`config.mk`:
```
export PLATFORM = sky130hd
export DESIGN_NAME = display_arbiter_flat
export DESIGN_NICKNAME = d
export VERILOG_FILES = /design/src/rtl/display_arbiter_if.sv /design/src/rtl/display_arbiter.sv /design/src/flat_wrapper.sv
export SDC_FILE = /design/constraint.sdc
export NUM_CORES = 1
export LEC_CHECK = 0
export ABC_CLOCK_PERIOD_IN_PS = 5000
export BUFFER_PORTS_ARGS = -buffer_cell sky130_fd_sc_hd__buf_2
export CAP_MARGIN = 30
export CORE_UTILIZATION = 36
export DETAILED_ROUTE_END_ITERATION = 10
export PLACE_DENSITY = 0.75
export SYNTH_ARGS = -nofsm -noshare
export SYNTH_HDL_FRONTEND = slang
export SYNTH_SLANG_ARGS = --single-unit
```
`constraint.sdc`:
```
create_clock -name clk -period 5 [get_ports clk]
set_input_delay 0.25 -clock clk [delete_from_list [all_inputs] [get_ports clk]]
set_output_delay 0.25 -clock clk [all_outputs]
set_load 0.005 [all_outputs]
```
`src/rtl/display_arbiter_if.sv`:
```
// Bundle between the display requesters and display_arbiter.
// master = requester side (drives src_*), slave = arbiter side (drives grant/bcd_*).
interface display_arbiter_if #(
  parameter int NUM_SRC = 3
);
  localparam int IDW = (NUM_SRC > 1) ? $clog2(NUM_SRC) : 1;

  logic [NUM_SRC-1:0]    src_req;
  logic [NUM_SRC-1:0]    src_wr;
  logic [24*NUM_SRC-1:0] src_bcd;
  logic [NUM_SRC-1:0]    grant;
  logic [IDW-1:0]        owner_id;
  logic [23:0]           bcd_out;
  logic                  bcd_valid;

  modport master (
    output src_req, src_wr, src_bcd,
    input  grant, owner_id, bcd_out, bcd_valid
  );

  modport slave (
    input  src_req, src_wr, src_bcd,
    output grant, owner_id, bcd_out, bcd_valid
  );
endinterface

```
`src/rtl/display_arbiter.sv`:
```
// Fixed-priority owner of the shared 6-digit BCD display (index 0 wins).
// Optional idle auto-blank is compiled in when DISP_TIMEOUT_EN is defined.
module display_arbiter #(
  parameter int NUM_SRC        = 3,
  parameter int TIMEOUT_CYCLES = 500000
) (
  input logic              clk,
  input logic              rst,
  display_arbiter_if.slave bus
);
  localparam int          IDW   = (NUM_SRC > 1) ? $clog2(NUM_SRC) : 1;
  localparam logic [23:0] BLANK = 24'hAAAAAA;

  typedef enum logic [1:0] {
    IDLE   = 2'd0,
    SWITCH = 2'd1,
    OWNED  = 2'd2
  } state_t;

  state_t             state_q, state_d;
  logic [IDW-1:0]     owner_q, owner_d;
  logic [NUM_SRC-1:0] grant_q, grant_d;
  logic [23:0]        bcd_q, bcd_d;
  logic               valid_q, valid_d;

  logic [23:0]        pkt [NUM_SRC];
  logic               req_any;
  logic [IDW-1:0]     req_top;
  logic               owner_lost;

  for (genvar gi = 0; gi < NUM_SRC; gi++) begin : g_unpack
    assign pkt[gi] = bus.src_bcd[24*gi +: 24];
  end

  always_comb begin
    req_top = '0;
    for (int i = NUM_SRC - 1; i >= 0; i--) begin
      if (bus.src_req[i]) req_top = IDW'(i);
    end
  end

  assign req_any    = |bus.src_req;
  // Owner keeps the display only while it is still the top requester.
  assign owner_lost = !req_any || (req_top != owner_q);

`ifdef DISP_TIMEOUT_EN
  localparam int CNT_W = $clog2(TIMEOUT_CYCLES + 1);
  logic [CNT_W-1:0] idle_cnt_q, idle_cnt_d;

  always_ff @(posedge clk or posedge rst) begin
    if (rst) idle_cnt_q <= '0;
    else     idle_cnt_q <= idle_cnt_d;
  end
`else
  // Keeps the timeout parameter referenced when the feature is compiled out.
  logic unused_timeout;
  assign unused_timeout = ^TIMEOUT_CYCLES;
`endif

  always_comb begin
    state_d = state_q;
    owner_d = owner_q;
    grant_d = grant_q;
    bcd_d   = bcd_q;
    valid_d = 1'b0;
`ifdef DISP_TIMEOUT_EN
    idle_cnt_d = idle_cnt_q;
`endif
    case (state_q)
      IDLE: begin
        if (req_any) begin
          state_d = SWITCH;
          bcd_d   = BLANK;
          valid_d = 1'b1;
        end
      end
      SWITCH: begin
        if (req_any) begin
          state_d = OWNED;
          owner_d = req_top;
          grant_d = NUM_SRC'(1) << req_top;
          bcd_d   = pkt[req_top];
          valid_d = 1'b1;
`ifdef DISP_TIMEOUT_EN
          idle_cnt_d = '0;
`endif
        end else begin
          state_d = IDLE;
        end
      end
      OWNED: begin
        if (owner_lost) begin
          // A write in the same cycle as release/preemption is dropped.
          state_d = SWITCH;
          owner_d = '0;
          grant_d = '0;
          bcd_d   = BLANK;
          valid_d = 1'b1;
        end else if (bus.src_wr[owner_q]) begin
          bcd_d   = pkt[owner_q];
          valid_d = 1'b1;
`ifdef DISP_TIMEOUT_EN
          idle_cnt_d = '0;
`endif
        end
`ifdef DISP_TIMEOUT_EN
        else if (idle_cnt_q != CNT_W'(TIMEOUT_CYCLES)) begin
          // Counter saturates at the limit so the blank strobe fires once.
          idle_cnt_d = idle_cnt_q + 1'b1;
          if (idle_cnt_d == CNT_W'(TIMEOUT_CYCLES)) begin
            bcd_d   = BLANK;
            valid_d = 1'b1;
          end
        end
`endif
      end
      default: begin
        state_d = IDLE;
        owner_d = '0;
        grant_d = '0;
      end
    endcase
  end

  always_ff @(posedge clk or posedge rst) begin
    if (rst) begin
      state_q <= IDLE;
      owner_q <= '0;
      grant_q <= '0;
      bcd_q   <= BLANK;
      valid_q <= 1'b0;
    end else begin
      state_q <= state_d;
      owner_q <= owner_d;
      grant_q <= grant_d;
      bcd_q   <= bcd_d;
      valid_q <= valid_d;
    end
  end

  assign bus.grant     = grant_q;
  assign bus.owner_id  = owner_q;
  assign bus.bcd_out   = bcd_q;
  assign bus.bcd_valid = valid_q;
endmodule

```
`src/flat_wrapper.sv`:
```
// flat-port wrapper written by rule: the top's interface ports become plain ports
module display_arbiter_flat 
#(
  parameter int NUM_SRC        = 3,
  parameter int TIMEOUT_CYCLES = 500000
)
  (clk, rst, bus_src_req, bus_src_wr, bus_src_bcd, bus_grant, bus_owner_id, bus_bcd_out, bus_bcd_valid);
  display_arbiter_if #(.NUM_SRC(NUM_SRC)) bus_i ();
  input logic clk;
  input logic rst;
  input wire logic [$bits(bus_i.src_req)-1:0] bus_src_req;
  input wire logic [$bits(bus_i.src_wr)-1:0] bus_src_wr;
  input wire logic [$bits(bus_i.src_bcd)-1:0] bus_src_bcd;
  output wire logic [$bits(bus_i.grant)-1:0] bus_grant;
  output wire logic [$bits(bus_i.owner_id)-1:0] bus_owner_id;
  output wire logic [$bits(bus_i.bcd_out)-1:0] bus_bcd_out;
  output wire logic [$bits(bus_i.bcd_valid)-1:0] bus_bcd_valid;
  assign bus_i.src_req = bus_src_req;
  assign bus_i.src_wr = bus_src_wr;
  assign bus_i.src_bcd = bus_src_bcd;
  assign bus_grant = bus_i.grant;
  assign bus_owner_id = bus_i.owner_id;
  assign bus_bcd_out = bus_i.bcd_out;
  assign bus_bcd_valid = bus_i.bcd_valid;
  display_arbiter #(.NUM_SRC(NUM_SRC), .TIMEOUT_CYCLES(TIMEOUT_CYCLES)) u_core (.clk(clk), .rst(rst), .bus(bus_i));
endmodule
```
# Word level (Yosys, flattened, before mapping)

Index checks and enable logic that the tools add are counted.

Bits in registers: 32
Output and inout bits: 30
Word-level logic and storage cells: 58

Magnitude comparators: 3
Eq/ne operators: 7
Shift operators: 1
Multiplexer cells: 30
Bitwise logic cells: 3
Reduce and logical (&&, ||, !) cells: 9

Operators with widths:

| operator            | count |
|---|---|
| $mux 24             | 8 |
| $bmux 24 s2         | 2 |
| $pmux 24 s3         | 1 |
| $mux 2              | 8 |
| $pmux 2 s3          | 2 |
| $pmux 3 s3          | 1 |
| $ge 3x3->1 const B  | 2 |
| $mux 3              | 2 |
| $ne 2x1->1 const B  | 3 |
| $not 2->3           | 2 |
| $mux 1              | 4 |
| $reduce_and 4->1    | 1 |
| $lt 2x3->1 const B  | 1 |
| $ne 3x1->1 const B  | 1 |
| $reduce_and 3->1    | 1 |
| $reduce_bool 3->1   | 1 |
| $reduce_or 3->1     | 1 |
| $shl 1x2->3 const A | 1 |
| $bmux 1 s2          | 1 |
| $eq 2x1->1 const B  | 1 |
| $eq 2x2->1 const B  | 1 |
| $logic_not 2->1     | 1 |
| $ne 2x2->1          | 1 |
| $pmux 1 s2          | 1 |
| other kinds (5)     | 5 |

# Depth between registers and ports, before layout

Depth after elaboration: 9
Gate-level depth with buffers: 8

# Worst setup path after synthesis

Ideal clock, no wire load.

Path type: reg2reg
Start: register u_core.state_q[1]
End: register u_core.bcd_q[13], in the netlist u_core.bus.bcd_out[13]
Arrival: 1787 ps
Required time: 4941 ps
Path slack: 3153 ps
Cell stages (with the launch flop): 9
Clock period less this slack: 1847 ps
Cells stage by stage: dfrtp_1 inv_1 ha_1 or2_2 a21oi_1 o31ai_4 buf_4 a31oi_1 a21o_1

Word-level cells in the longest chain between the ends: 3
Elaborated cells between the ends (all ways): 9
Those cells by class: 5 x eq/ne; 1 x mux; 3 x reduce/logical

Ends and longest elaborated chain:

| what                                                      | RTL line               | source |
|---|---|---|
| start: declaration                                        | display_arbiter.sv:20  | `state_t state_q, state_d;` |
| start signal: assignment                                  | display_arbiter.sv:133 | `state_q <= state_d;` |
| $eq 2x2->1, or another cell as far along                  | display_arbiter.sv:69  | `case (state_q)` |
| $ne 3x1->1 (no source line), or another cell as far along | -                      |  |
| $reduce_and 4->1 (no source line)                         | -                      |  |
| end signal: assignment                                    | display_arbiter.sv:130 | `bcd_q <= BLANK;` |
| end signal: assignment                                    | display_arbiter.sv:136 | `bcd_q <= bcd_d;` |
| end: declaration                                          | display_arbiter.sv:23  | `logic [23:0] bcd_q, bcd_d;` |

Several ways; a longest one is shown, not always the timed one.
A chain may end at the register's enable or synchronous reset.

# Final worst setup path

Start: register u_core.owner_q[1], in the netlist u_core.bus.owner_id[1]
End: register u_core.state_q[1]

Word-level cells in the longest chain between the ends: 4

Ends and longest elaborated chain:

| what                              | RTL line               | source |
|---|---|---|
| start: declaration                | display_arbiter.sv:21  | `logic [IDW-1:0] owner_q, owner_d;` |
| start signal: assignment          | display_arbiter.sv:134 | `owner_q <= owner_d;` |
| $ne 2x2->1                        | display_arbiter.sv:44  | `assign owner_lost = !req_any \|\| (req_top != owner_q);` |
| $logic_or 1x1->1                  | display_arbiter.sv:44  |  |
| $ne 2x1->1 (no source line)       | -                      |  |
| $reduce_and 2->1 (no source line) | -                      |  |

No other way between the ends.

==> out/results.ini <==
[floorplan]
dieArea_um2=7716
ios=110
fp-row-count=30
die_x_um=87.84
core_area_um2=6944
die_y_um=87.84
start_util_pct=38.20

[sta]
setup_violations=0
period_needed_ns=2.924
tightest_slew_ns=1.005
fin_crit_sh_pct=58.49
fin_setup_tns_ns=0
final-hold-violation-count=0
slew_headroom_pct=32.73
fmax_ghz=0.3420
finalMaxSlewViolations=0
finClkSkew_ns=0.006481
rsz0062_at_grt=false

[synthesis]
yosys_register_bits=31
syn-cell-area_um2=2653
yosysTopAreaCellShare_pct=17.92
avgSynthCellArea_um2=7.825
synth_ff_type=dfrtp_1
synth_top_area_cell=dfrtp_1
synthArstFlopShare_pct=100.0
seq_area_frac_synth_pct=29.81
synth.yosys.warnings=0
syn_inst=339
synth.area.top_cells=dfrtp_1 (18%), dfstp_2 (12%), nand2_1 (11%)
synth_cell_type_count=31
ys_top_cells_by_count=nand2_1 (75), o21ai_0 (39), mux2i_1 (25), dfrtp_1 (19)
synth.net_count=423
synth_edf_count=0
yosysMostFrequentCell=nand2_1

[worst_setup_path]
worstReg2RegStart=u_core.bus.owner_id[1]$_DFFE_PP0P_
r2r_slack_ns=2.08
path_class=reg -> reg
endpoint_kind=flip-flop
reg2regPathDepth=5
arrival_ns=3.06
crit_fanout=31
crit_path_start=u_core.bus.owner_id[1]$_DFFE_PP0P_
r2r-end=u_core.state_q[1]$_DFFE_PP0P_
cp-start-kind=flip-flop
required_ns=5.13
endpoint=u_core.state_q[1]$_DFFE_PP0P_

[route]
drt_iter0_drc=248
viasPerCell=5.583
drc=0
vias=2942
drtPass1Iterations=5
antenna_left=0
wire_per_inst_um=15.95
finalWirelength_um=8407

[placement]
finalWeightedCongestion=0.7931
dp_hpwl_um=5863
numPortBuffers=109

[cts]
cts_root_buf=clkbuf_8
cts_setup_buffers=0
cts.clk_slew.worst_paths_ns=0.07
clk_path_buf_depth=2
cts_resized=0
cts_buffers=5
cts_hold_buf=0
clock_latency_ns=0.28
htree_levels=2
cts_tree=yes
numClockSinks=31

[worst_hold_path]
hold_class=in -> async

[grt]
grt_pass1_wl_um=13150
overflow=0
grt_max_degree=49
antenna_found_initial=0
grt_usage_pct=22.07
grt_pass1_vias=2727

[pwr]
clockPowerShare_pct=15.6
swShare_pct=42.52
power_frac_seq_pct=29.6
switchingPower_uw=714.2
ir_drop_v=0.0002098
p_leak_uw=0.001480
power_frac_comb_pct=54.9
internal_power_uw=965.5
total_power_uw=1680
powerDensity_nw_per_um2=495.2

[layout]
layout.nets=514
utilization_pct=48.85
final_layout_size_suffix_gt1_share_pct=36.89
n_antenna_cell=0
area_delta_synth_final_pct=27.88
nFillCells=683

[run]
max-cap-violations=0

[status]
outcome=complete, no violations

==> metrics by stage <==
stage,hold WS [ns],setup slack (ns),instance area [um^2],instances
finish,0.04195,2.076,3392,527
global route,0.05985,1.859,3392,527
CTS,0.05069,2.049,3364,526
detailed placement,0.3589,2.039,3247,518
global placement,0.3565,2.155,3217,516
floorplan,0.3446,3.153,2653,339
==> metal layers <==
| metal | up-vias | GRT usage [%] | wire length [um] |
|---|---|---|---|
| li1 | 1421 | - | - |
| met1 | 1381 | 28.67 | 3567 |
| met2 | 136 | 38.48 | 4116 |
| met3 | 4 | 3.864 | 681 |
| met4 | 0 | 4.322 | 41 |
| met5 | - | 0 | 0 |
==> sequential cells by signal (all words and copies together) (netlist names) <==
name	cells
u_core.state_q	2
u_core.bus.owner_id	1
u_core.bus.bcd_valid	1
u_core.bus.bcd_out	24
u_core.bus.grant	3
==> cells by family (layout without fill, tap and decap cells) <==
group	count (synthesis)	after routing	synth area share [%]
DFF	31	31	29.81
and+or+nand+nor	101	101	16.65
adders and majority gates	4	4	1.887
AOI/OAI and AO/OA	140	140	35.90
muxes	25	25	9.434
buffers and inverters	38	130	6.320
==> layout make-up <==
cell class                      instances  area [um^2]  area share (%)
Sequential cell                        31        792.0           23.35
Inverter                                6        22.52          0.6640
Timing Repair Buffer                  116        633.1           18.66
Clock inverter                          2        35.03           1.033
Multi-Input combinational cell        270         1707           50.31
Clock buffer                            6        82.58           2.435
Tap cell                               96        120.1           3.541
==> critical path, cell delays in order (launching register included) <==
cell	delay [ns]
dfrtp_2	1.01
nor4bb_4	0.12
a311oi_4	0.79
nor2_1	0.46
a21o_1	0.27
o2bb2ai_1	0.11
==> worst min path at each step <==
stage	start	endpoint
floorplan	rst	u_core.bus.bcd_out[0]$_DFFE_PP0P_
global placement	rst	u_core.bus.bcd_out[12]$_DFFE_PP0P_
detailed placement	rst	u_core.bus.bcd_out[12]$_DFFE_PP0P_
CTS	rst	u_core.bus.bcd_out[4]$_DFFE_PP0P_
global route	rst	u_core.bus.bcd_out[4]$_DFFE_PP0P_
finish	rst	u_core.state_q[0]$_DFFE_PP0P_
==> power groups by stage <==
stage,registers [uW],logic (uW),clock network (uW)
after floorplan,470,635,0
after global placement,516,848,0
after detailed placement,519,879,0
after CTS,514,886,263
after global routing,509,1030,275
final,496,922,261
==> layout by cell type, fill, tap and decap left out, types with 2 or more instances in the layout <==
cell	n
a21o_1	13
a21oi_1	18
a311oi_1	12
a31o_2	12
a31oi_1	12
a32o_1	3
buf_2	109
buf_4	4
buf_8	2
clkbuf_8	6
dfrtp_1	18
dfstp_2	12
ha_1	4
inv_1	6
mux2i_1	25
nand2_1	75
nor2_1	14
nor2b_2	2
nor3b_2	2
o21ai_0	39
o21ai_1	13
o2bb2ai_1	14
or3_1	3
Note: power is estimated with default switching activity, not from simulation.
